$ cat src/rtl/array_ctrl_pkg.sv
// Shared constants and types for the array command controller.
package array_ctrl_pkg;

  typedef enum logic [2:0] {
    ST_IDLE,
    ST_GOT_HDR,
    ST_GOT_CMD,
    ST_GOT_PHASE,
    ST_APPLY,
    ST_ACK
  } state_t;

  localparam logic [7:0] FRAME_HDR  = 8'hFF;
  localparam logic [7:0] FRAME_TAIL = 8'h3C;

  localparam logic [7:0] CMD_LEFT   = 8'h41; // 'A'
  localparam logic [7:0] CMD_RIGHT  = 8'h44; // 'D'
  localparam logic [7:0] CMD_UP     = 8'h57; // 'W'
  localparam logic [7:0] CMD_DOWN   = 8'h53; // 'S'
  localparam logic [7:0] CMD_CENTER = 8'h43; // 'C'
  localparam logic [7:0] CMD_PHASE  = 8'h50; // 'P'

  localparam logic [7:0] ACK_OK    = 8'h06;
  localparam logic [7:0] ACK_CLAMP = 8'h07;
  localparam logic [7:0] ACK_ERR   = 8'h15;

  localparam logic [2:0] POS_RESET = 3'd2;

  function automatic logic cmd_known(input logic [7:0] c);
    return (c == CMD_LEFT) || (c == CMD_RIGHT) || (c == CMD_UP) ||
           (c == CMD_DOWN) || (c == CMD_CENTER) || (c == CMD_PHASE);
  endfunction

endpackage

$ cat src/rtl/frame_timer.sv
// Loadable down-counter: start loads LOAD_VAL, expired holds once it hits zero.
module frame_timer #(
  parameter int unsigned LOAD_VAL = 249999,
  parameter int unsigned CNT_W    = 18
) (
  input  logic clk,
  input  logic rst,
  input  logic clr_i,
  input  logic start_i,
  output logic expired_o
);

  logic [CNT_W-1:0] cnt_q;
  logic             run_q;

  // Count down while running; clear idles the timer, start (re)loads it.
  always_ff @(posedge clk) begin
    if (rst || clr_i) begin
      cnt_q <= '0;
      run_q <= 1'b0;
    end else if (start_i) begin
      cnt_q <= CNT_W'(LOAD_VAL);
      run_q <= 1'b1;
    end else if (run_q && (cnt_q != '0)) begin
      cnt_q <= cnt_q - CNT_W'(1);
    end
  end

  assign expired_o = run_q && (cnt_q == '0);

endmodule

$ cat src/rtl/array_cmd_ctrl.sv
// Host frame parser with period-aligned commit of focus position and phase delay.
module array_cmd_ctrl
  import array_ctrl_pkg::*;
#(
  parameter int unsigned TIMEOUT_CYC = 250000,
  parameter int unsigned POS_MAX     = 4,
  parameter int unsigned ERR_W       = 8
) (
  input  logic             clk,
  input  logic             rst,
  input  logic [7:0]       rx_data,
  input  logic             rx_valid,
  input  logic             period_wrap,
  output logic [2:0]       pos_x,
  output logic [2:0]       pos_y,
  output logic [9:0]       delay,
  output logic             cfg_strobe,
  output logic [7:0]       tx_data,
  output logic             tx_valid,
  input  logic             tx_ready,
  output logic             busy,
  output logic [ERR_W-1:0] err_cnt
);

  localparam int unsigned TMR_W = $clog2(TIMEOUT_CYC + 1);
  localparam logic [2:0]  PMAX  = 3'(POS_MAX);

  state_t           state_q, state_d;
  logic [7:0]       cmd_q, cmd_d, phase_q, phase_d;
  logic [2:0]       pend_x_q, pend_x_d, pend_y_q, pend_y_d;
  logic [9:0]       pend_delay_q, pend_delay_d;
  logic             clamp_q, clamp_d;
  logic [2:0]       pos_x_q, pos_x_d, pos_y_q, pos_y_d;
  logic [9:0]       delay_q, delay_d;
  logic             cfg_strobe_q, cfg_strobe_d;
  logic [7:0]       tx_data_q, tx_data_d;
  logic [ERR_W-1:0] err_cnt_q, err_cnt_d;
  logic             err_inc, tmr_start, tmr_clr, tmr_exp;

  // One timer serves both the byte-gap timeout and the APPLY forced commit;
  // it is restarted by every accepted byte, including the tail.
  frame_timer #(
    .LOAD_VAL(TIMEOUT_CYC - 1),
    .CNT_W   (TMR_W)
  ) u_timer (
    .clk      (clk),
    .rst      (rst),
    .clr_i    (tmr_clr),
    .start_i  (tmr_start),
    .expired_o(tmr_exp)
  );

  // State and all registered outputs.
  always_ff @(posedge clk) begin
    if (rst) begin
      state_q      <= ST_IDLE;
      cmd_q        <= '0;
      phase_q      <= '0;
      pend_x_q     <= POS_RESET;
      pend_y_q     <= POS_RESET;
      pend_delay_q <= '0;
      clamp_q      <= 1'b0;
      pos_x_q      <= POS_RESET;
      pos_y_q      <= POS_RESET;
      delay_q      <= '0;
      cfg_strobe_q <= 1'b0;
      tx_data_q    <= '0;
      err_cnt_q    <= '0;
    end else begin
      state_q      <= state_d;
      cmd_q        <= cmd_d;
      phase_q      <= phase_d;
      pend_x_q     <= pend_x_d;
      pend_y_q     <= pend_y_d;
      pend_delay_q <= pend_delay_d;
      clamp_q      <= clamp_d;
      pos_x_q      <= pos_x_d;
      pos_y_q      <= pos_y_d;
      delay_q      <= delay_d;
      cfg_strobe_q <= cfg_strobe_d;
      tx_data_q    <= tx_data_d;
      err_cnt_q    <= err_cnt_d;
    end
  end

  // Frame parsing, pending-value computation, commit and acknowledge.
  always_comb begin
    state_d      = state_q;
    cmd_d        = cmd_q;
    phase_d      = phase_q;
    pend_x_d     = pend_x_q;
    pend_y_d     = pend_y_q;
    pend_delay_d = pend_delay_q;
    clamp_d      = clamp_q;
    pos_x_d      = pos_x_q;
    pos_y_d      = pos_y_q;
    delay_d      = delay_q;
    cfg_strobe_d = 1'b0;
    tx_data_d    = tx_data_q;
    err_inc      = 1'b0;
    tmr_start    = 1'b0;
    tmr_clr      = 1'b0;

    case (state_q)
      ST_IDLE: begin
        if (rx_valid && (rx_data == FRAME_HDR)) begin
          state_d   = ST_GOT_HDR;
          tmr_start = 1'b1;
        end
      end
      ST_GOT_HDR, ST_GOT_CMD: begin
        if (rx_valid) begin
          tmr_start = 1'b1;
          if (state_q == ST_GOT_HDR) begin
            cmd_d   = rx_data;
            state_d = ST_GOT_CMD;
          end else begin
            phase_d = rx_data;
            state_d = ST_GOT_PHASE;
          end
        end else if (tmr_exp) begin
          state_d = ST_IDLE;
          err_inc = 1'b1;
          tmr_clr = 1'b1;
        end
      end
      ST_GOT_PHASE: begin
        if (rx_valid) begin
          if ((rx_data == FRAME_TAIL) && cmd_known(cmd_q)) begin
            pend_x_d     = pos_x_q;
            pend_y_d     = pos_y_q;
            pend_delay_d = {phase_q, 2'b00};
            clamp_d      = 1'b0;
            case (cmd_q)
              CMD_LEFT:   if (pos_x_q == '0) clamp_d = 1'b1; else pend_x_d = pos_x_q - 3'd1;
              CMD_RIGHT:  if (pos_x_q == PMAX) clamp_d = 1'b1; else pend_x_d = pos_x_q + 3'd1;
              CMD_UP:     if (pos_y_q == '0) clamp_d = 1'b1; else pend_y_d = pos_y_q - 3'd1;
              CMD_DOWN:   if (pos_y_q == PMAX) clamp_d = 1'b1; else pend_y_d = pos_y_q + 3'd1;
              CMD_CENTER: begin
                pend_x_d = POS_RESET;
                pend_y_d = POS_RESET;
              end
              default: ;
            endcase
            state_d   = ST_APPLY;
            tmr_start = 1'b1;
          end else begin
            tx_data_d = ACK_ERR;
            err_inc   = 1'b1;
            state_d   = ST_ACK;
            tmr_clr   = 1'b1;
          end
        end else if (tmr_exp) begin
          state_d = ST_IDLE;
          err_inc = 1'b1;
          tmr_clr = 1'b1;
        end
      end
      ST_APPLY: begin
        err_inc = rx_valid;
        if (period_wrap || tmr_exp) begin
          pos_x_d      = pend_x_q;
          pos_y_d      = pend_y_q;
          delay_d      = pend_delay_q;
          cfg_strobe_d = 1'b1;
          tx_data_d    = clamp_q ? ACK_CLAMP : ACK_OK;
          state_d      = ST_ACK;
          tmr_clr      = 1'b1;
        end
      end
      ST_ACK: begin
        err_inc = rx_valid;
        if (tx_ready) state_d = ST_IDLE;
      end
      default: state_d = ST_IDLE;
    endcase

    err_cnt_d = (err_inc && (err_cnt_q != '1)) ? err_cnt_q + ERR_W'(1) : err_cnt_q;
  end

  assign pos_x      = pos_x_q;
  assign pos_y      = pos_y_q;
  assign delay      = delay_q;
  assign cfg_strobe = cfg_strobe_q;
  assign tx_data    = tx_data_q;
  assign tx_valid   = (state_q == ST_ACK);
  assign busy       = (state_q != ST_IDLE);
  assign err_cnt    = err_cnt_q;

endmodule

$ cat config.mk
export PLATFORM = sky130hd
export DESIGN_NAME = array_cmd_ctrl
export DESIGN_NICKNAME = d
export VERILOG_FILES = /design/src/rtl/array_ctrl_pkg.sv /design/src/rtl/frame_timer.sv /design/src/rtl/array_cmd_ctrl.sv
export SDC_FILE = /design/constraint.sdc
export NUM_CORES = 1
export LEC_CHECK = 0
export CELL_PAD_IN_SITES_DETAIL_PLACEMENT = 1
export CELL_PAD_IN_SITES_GLOBAL_PLACEMENT = 1
export CORE_MARGIN = 2
export CORE_UTILIZATION = 44
export CTS_BUF_LIST = sky130_fd_sc_hd__clkbuf_4 sky130_fd_sc_hd__clkbuf_8
export DETAILED_ROUTE_END_ITERATION = 8
export GPL_ROUTABILITY_DRIVEN = 0
export PLACE_DENSITY = 0.91
export SLEW_MARGIN = 10
export SYNTH_ARGS = -nofsm -noshare
export SYNTH_HDL_FRONTEND = slang
export SYNTH_SLANG_ARGS = --single-unit
$ cat constraint.sdc
create_clock -name clk -period 5.3 [get_ports clk]
set_clock_uncertainty 0.1 [all_clocks]
set_input_delay 1.06 -clock clk [delete_from_list [all_inputs] [get_ports clk]]
set_output_delay 1.06 -clock clk [all_outputs]
set_load 0.1 [all_outputs]
### Word-level counts from Yosys, hierarchy flattened

Index checks and enable logic that the tools add are counted.

| storage, ports and cells | value |
|---|---|
| bits in registers | 84 |
| output and inout bits | 35 |

| cells by class | value |
|---|---|
| add/subtract/negate cells | 6 |
| eq/ne operators | 21 |
| mux-type cells | 39 |
| bitwise operators | 2 |
| reductions and logical operators | 30 |

Operator list:

| kind | count |
|---|---|
| $eq A8 B7 Y1 const B | 6 |
| $mux W18 | 2 |
| $mux W3 | 10 |
| $mux W8 | 3 |
| $logic_not A18 Y1 | 1 |
| $pmux W3 S3 | 2 |
| $reduce_bool A18 Y1 | 1 |
| $sub A18 B1 Y18 const B | 1 |
| $mux W1 | 16 |
| $pmux W8 S2 | 1 |
| $pmux W3 S5 | 1 |
| $eq A3 B3 Y1 const B | 4 |
| $reduce_and A3 Y1 | 4 |
| $logic_not A3 Y1 | 3 |
| $pmux W1 S3 | 3 |
| $add A8 B1 Y8 const B | 1 |
| $eq A8 B6 Y1 const B | 1 |
| $eq A8 B8 Y1 const B | 1 |
| $ne A2 B2 Y1 const B | 4 |
| $ne A8 B8 Y1 const B | 1 |
| $reduce_or A2 Y1 | 4 |
| $logic_or A1 B1 Y1 | 7 |
| $add A3 B1 Y3 const B | 2 |
| $eq A3 B2 Y1 const B | 2 |
| other kinds (10) | 17 |

### Depth between registers and ports, before layout

Gate-level depths: netlist of the first run.

| depth | value |
|---|---|
| depth in word-level cells | 12 |
| mapped depth | 9 |

### By module

A second synthesis of the first run with hierarchy kept.

| second synthesis, totals | value |
|---|---|
| cells, all modules | 509 |
| area, all modules | 4250.3 um^2 |

Modules (own cells, without submodules):

| module | times used | cells each | area each (um^2) |
|---|---|---|---|
| array_cmd_ctrl | 1 | 375 | 3164.3 |
| frame_timer | 1 | 134 | 1086.0 |

### Least setup slack after synthesis of the first run

No wires, ideal clock.

| timing path | value |
|---|---|
| kind | register to output |
| start | reg state_q[0] |
| end | out tx_valid |
| arrival | 1.569 ns |
| setup slack | 2.571 ns |
| cell stages (with the launch flop) | 4 |
| cell sequence | dfxtp_1 clkbuf_1 clkbuf_1 and2_1 |

| on the way | value |
|---|---|
| longest elaborated chain between the ends | 1 |

Ends and longest elaborated chain:

| element | line | source |
|---|---|---|
| start: declaration | array_cmd_ctrl.sv:28 | `state_t state_q, state_d;` |
| start signal: assignment | array_cmd_ctrl.sv:70 | `state_q <= state_d;` |
| $eq A3 B3 Y1 | array_cmd_ctrl.sv:186 | `assign tx_valid = (state_q == ST_ACK);` |
| end: declaration | array_cmd_ctrl.sv:19 | `output logic tx_valid,` |

Every way passes these cells.

### Worst setup path after layout of the first run

| timing path | value |
|---|---|
| start | reg state_q[0] |
| end | out busy |

| on the way | value |
|---|---|
| longest elaborated chain between the ends | 1 |

Ends and longest elaborated chain:

| element | line | source |
|---|---|---|
| $reduce_bool A3 Y1 | array_cmd_ctrl.sv:187 | `assign busy = (state_q != ST_IDLE);` |
| end: declaration | array_cmd_ctrl.sv:21 | `output logic busy,` |

Every way passes these cells.

==> results of run 1 <==
power by group:
group          switching [W]  internal, W
logic               0.000320     0.000192
clock network       0.000238     0.000199
registers          0.0000936     0.000664
total               0.000652      0.00105
registers in the layout, summed over array words and instances (netlist names):
name           flops
pend_x_q           3
state_q            3
pend_delay_q       8
delay              8
clamp_q            1
cmd_q              8
tx_data            4
pos_x              3
u_timer.run_q      1
u_timer.cnt_q     18
phase_q            8
err_cnt            8
cfg_strobe         1
pend_y_q           3
pos_y              3
cell families (layout without fill, tap and decap cells):
| group | count (synthesis) | after routing | share of synthesized area (%) |
|---|---|---|---|
| adder cells (fa/ha/maj) | 9 | 9 | 2.822 |
| other | 1 | 6 | 0.09398 |
| AO/OA/AOI/OAI | 94 | 94 | 15.74 |
| flip-flops | 80 | 80 | 40.14 |
| buffers and inverters | 45 | 73 | 5.143 |
| XOR/XNOR | 21 | 21 | 4.610 |
| multiplexers | 24 | 24 | 6.083 |
| AND/OR/NAND/NOR | 197 | 197 | 25.37 |
metal layers:
layer	vias up	wire [um]	track usage (%)
met3	19	508	3.514
met2	104	5349	38.25
met4	0	175	7.587
met1	1765	4954	30.07
li1	1695	-	-
met5	-	0	0
critical path: cells and delay by family (launching register included):
family	cells	cell delay (ps)
flops	1	720
buf+inv	1	1160
simple gates	1	260
through the flow:
stage	hold WS, ps	utilization, %
floorplan	331.6	-
finish	361.5	52.67
global route	392.0	52.67
detailed placement	353.6	50.50
global placement	340.8	50.50
CTS	367.1	52.67
placed cells by master, fill, tap and decap left out, types with 9 or more instances in the layout:
cell             Yosys  final
clkbuf_8             0     11
a21oi_1             39     39
o21ai_0             11     11
clkdlybuf4s50_1      0     40
xnor2_1             15     15
mux2i_1             22     22
nand3_1             12     12
nand2b_1             9      9
inv_1               11     11
dfxtp_1             80     80
nand2_1             57     57
ha_1                 9      9
nor2_1              57     57
path summary, 6_finish.rpt:
check                  start                 to  slack [ps]  cells past startpoint
max               state_q[0]               busy        1640                      2
min          pend_delay_q[6]    pend_delay_q[6]         360                      2
max reg2reg         cmd_q[7]  u_timer.cnt_q[13]        2300                      6
min reg2reg  pend_delay_q[6]    pend_delay_q[6]         360                      2
final cells by class:
class / instances / area share [%]
Multi-Input combinational cell: 351 / 47.84
Sequential cell: 80 / 34.70
Timing Repair Buffer: 45 / 9.433
Clock buffer: 11 / 3.280
Tap cell: 108 / 2.928
Inverter: 12 / 0.9759
Clock inverter: 5 / 0.8403
==> results_dict.tcl, run 1 <==
set metrics [dict create \
    max-vdd-ir-drop_uv 160.6 \
    max_slew_margin_pct 29.98 \
    io_buffers 41 \
    crit_chain "or3_1 -> clkdlybuf4s50_1" \
    hold_viol 0 \
    fin_area_um2 4616 \
    avgSynthCellArea_um2 8.472 \
    totalWireLength_mm 10.99 \
    max_stage_delay_ps 1160 \
    ys_top_cells_by_area "dfxtp_1 40%, mux2i_1 5.5%, nand2_1 5.4%, nor2_1 5.4%, a21oi_1 4.9%" \
    drc_errors 0 \
    outcome "completed" \
    die-area_um2 9846 \
    cts_buffers 9 \
    coreArea_um2 8763 \
    drt_iter0_markers 120 \
    dp_hpwl_mm 7.694 \
    finalMaxSlewViolations 0 \
    synthesis.area_um2 3990 \
    place_area_um2 4425 \
    tritoncts "done" \
    clk-insertion-delay-late_ps 350 \
    final.setup.worst_slack_ps 1642 \
    postCtsResizedCells 0 \
    viasPerCell 5.855 \
    synth_top_area_cell "dfxtp_1" \
    async_flop_share_pct 0 \
    drtPass1Iterations 4 \
    die_w_um 99.23 \
    yosysMostFrequentCell "dfxtp_1" \
    synth_top_cell_area_share_pct 40.14 \
    critPathSlowestCell "clkdlybuf4s50_1" \
    multi_input_area_um2 2208 \
    grt_pass1_wl_mm 18.04 \
    gr-total-overflow 0 \
    min_period_ps 3658 \
    clk_pin_slew_ps 90 \
    grt_max_degree 57 \
    pre_cts_ws_ps 1360 \
    nNetsFinal 521 \
    regArea_um2 1602 \
    grt_pass1_vias 3572 \
    start_util_pct 45.53 \
    end_kind "output pin" \
    pin_count 48 \
    critPathArrivalTime_ps 2500 \
    synthCells 471 \
    worst_pin_slew_ps 1042 \
    antenna_left 0 \
    post_cts_buffers 0 \
    drive_above_1_share_pct 7.937 \
    rows 34 \
    n_fill_cell 1059 \
    vias 3583 \
    n_antenna_cell 0 \
    crit_required_ps 4140 \
    p_leak_nw 1.558 \
    h-tree-depth 3 \
    cts-root-buf "clkbuf_8" \
    max_freq_ghz 0.2734 \
    ys_warn_count 0 \
    antenna_found_initial 0 \
    cts.sinks 80 \
    rsz0062_at_grt "false" \
    ys_top_cells_by_count "80 x dfxtp_1, 57 x nand2_1, 57 x nor2_1" \
    ys_ff_latch 80 \
    grt.total_usage_pct 22.79 \
    power.total_w 0.001706 \
    yosysSeqAreaShare_pct 40.14 \
    cts_buffer_depth 2 \
    cp-start-kind "flop" \
    power.density_nw_per_um2 369.7 \
    synth_edf_count 0 \
    drv_cap 0 \
    setup_tns_ps 0 \
    synth_cell_types 68 \
    final_cells 612 \
    fin_crit_sh_pct 69.01 \
    hold_path_class "flop to flop" \
    syn_to_final_growth_pct 15.68 \
    ctsHoldBuffers 0 \
    dieHeight_um 99.23 \
    finalSetupViolCount 0 \
    worstPathMaxFanout 18 \
    placedCellCount 596 \
    post_drt_wl_per_cell_um 17.95 \
    synthFlopType "dfxtp_1" \
    path_class "flop to output pin" \
]
Note: power is estimated with default switching activity, not from simulation.
==> run 2: changes to the inputs <==
Settings changed: CORE_UTILIZATION 44 to 39, PLACE_DENSITY 0.91 to 0.86.
Clock period 5.3 ns to 3.2 ns, I/O delays scaled along.
==> results_dict.tcl, run 2 (synthesis gave the netlist of run 1 again) <==
set metrics [dict create \
    end_kind "flop" \
    drtPass1Iterations 4 \
    clk_pin_slew_ps 80 \
    fin_area_um2 4641 \
    max_freq_ghz 0.3672 \
    min_to "pend_delay_q[4]" \
    setup_tns_ps 0 \
    pin_count 48 \
    clk-insertion-delay-late_ps 350 \
    h-tree-depth 3 \
    dieHeight_um 105.2 \
    worst_pin_slew_ps 900.9 \
    reg2regPathDepth 8 \
    crit_chain "inv_1 -> ha_1 -> nor3b_1 -> nand3_1 -> o41a_1 -> a21oi_2 -> nand4_1 -> mux2_1" \
    finalMaxSlewViolations 0 \
    postCtsResizedCells 0 \
    cts_buffer_depth 2 \
    ctsHoldBuffers 0 \
    final_cell_mix "80 x dfxtp_1, 57 x nor2_1, 57 x nand2_1" \
    drc_errors 0 \
    hold_path_class "flop to flop" \
    cp-start-kind "flop" \
    nNetsFinal 531 \
    power.total_w 0.002843 \
    tritoncts "done" \
    grt_max_degree 32 \
    hold_path_depth 2 \
    fin_crit_sh_pct 85.09 \
    cp_num_buf_inv 1 \
    drt_iter0_markers 176 \
    r2r_start "u_timer.cnt_q[0]" \
    cts.sinks 80 \
    coreArea_um2 9864 \
    n_antenna_cell 0 \
    cts-root-buf "clkbuf_8" \
    cts_buffers 9 \
    grt_pass1_vias 3608 \
    hold_viol 0 \
    rows 36 \
    largest_register_ffs 18 \
    start_util_pct 40.45 \
    max_stage_delay_ps 570 \
    gr-total-overflow 0 \
    critPathArrivalTime_ps 2860 \
    p_leak_nw 1.657 \
    critPathTopFamily "compound AO/OA/AOI/OAI gates" \
    crit_required_ps 3340 \
    grt_pass1_wl_mm 17.86 \
    vias 3506 \
    n_fill_cell 1168 \
    totalWireLength_mm 10.47 \
    reg2reg_setup_slack_ps 480 \
    min-delay-start "phase_q[2]" \
    die-area_um2 11060 \
    regMostFlops "u_timer.cnt_q" \
    worstPathMaxFanout 5 \
    whs_ps 360.7 \
    place_area_um2 4459 \
    post_drt_wl_per_cell_um 16.18 \
    max-vdd-ir-drop_uv 305.5 \
    finalSetupViolCount 0 \
    reg2reg_to "err_cnt[4]" \
    final_core_util_pct 47.04 \
    max_slew_margin_pct 39.38 \
    min_period_ps 2723 \
    post_cts_buffers 0 \
    grt.total_usage_pct 19.84 \
    rsz0062_at_grt "false" \
    viasPerCell 5.419 \
    syn_to_final_growth_pct 16.31 \
    antenna_left 0 \
    final_common_cell "dfxtp_1" \
    power.density_nw_per_um2 612.5 \
    antenna_found_initial 0 \
    die_w_um 105.2 \
    drive_above_1_share_pct 15.37 \
    critPathSlowestCell "o41a_1" \
    io_buffers 41 \
    drv_cap 0 \
    outcome "completed" \
    path_class "flop to flop" \
    dp_hpwl_mm 7.638 \
]
run 2: cell type report:
cell class,instances,area [um2],share of cell area [%]
Tap cell,133,166.4,3.586
Sequential cell,80,1602,34.51
Inverter,12,45.04,0.9706
Clock inverter,4,28.78,0.6201
Timing Repair Buffer,55,437.9,9.437
Clock buffer,12,152.6,3.289
Multi-Input combinational cell,351,2208,47.59
run 2: power by group:
part	total, W	internal (W)	switching [W]
Clock	0.000706	0.000323	0.000383
Sequential	0.00124	0.00110	0.000139
Combinational	0.000899	0.000342	0.000557
Total	0.00284	0.00176	0.00108
run 2: tightest hold or removal path, cell delays in order, from the launching register on:
cell	delay, ps
dfxtp_1	320
nand2_1	50
a21oi_1	50
run 2: per-stage QoR:
step | worst slack [ps] | std cells
floorplan | 524.7 | 476
global placement | 283.9 | 631
detailed placement | 214.6 | 631
CTS | 483.0 | 647
global route | 249.4 | 647
finish | 477.0 | 647
run 2: metal layers:
layer / routed length [um] / vias up / share of wire (%) / GRT usage [%]
li1: - / 1715 / - / -
met1: 4854 / 1736 / 46 / 25.11
met2: 5229 / 43 / 50 / 33.58
met3: 260 / 12 / 2.5 / 3.993
met4: 125 / 0 / 1.2 / 6.762
met5: 0 / - / 0 / 0
run 2: how the worst max path moves through the flow:
| stage | startpoint | cells after the start | to | slack [ps] |
|---|---|---|---|---|
| 3_5_place_dp | rx_data[7] | 7 | u_timer.cnt_q[13] | 210 |
| 4_1_cts | u_timer.cnt_q[9] | 6 | err_cnt[4] | 480 |
| 2_1_floorplan | state_q[2] | 7 | err_cnt[7] | 520 |
| 3_3_place_gp | rx_data[7] | 7 | err_cnt[4] | 280 |
| 6_report | u_timer.cnt_q[0] | 8 | err_cnt[4] | 480 |
| 5_1_grt | rx_data[7] | 7 | u_timer.cnt_q[5] | 250 |
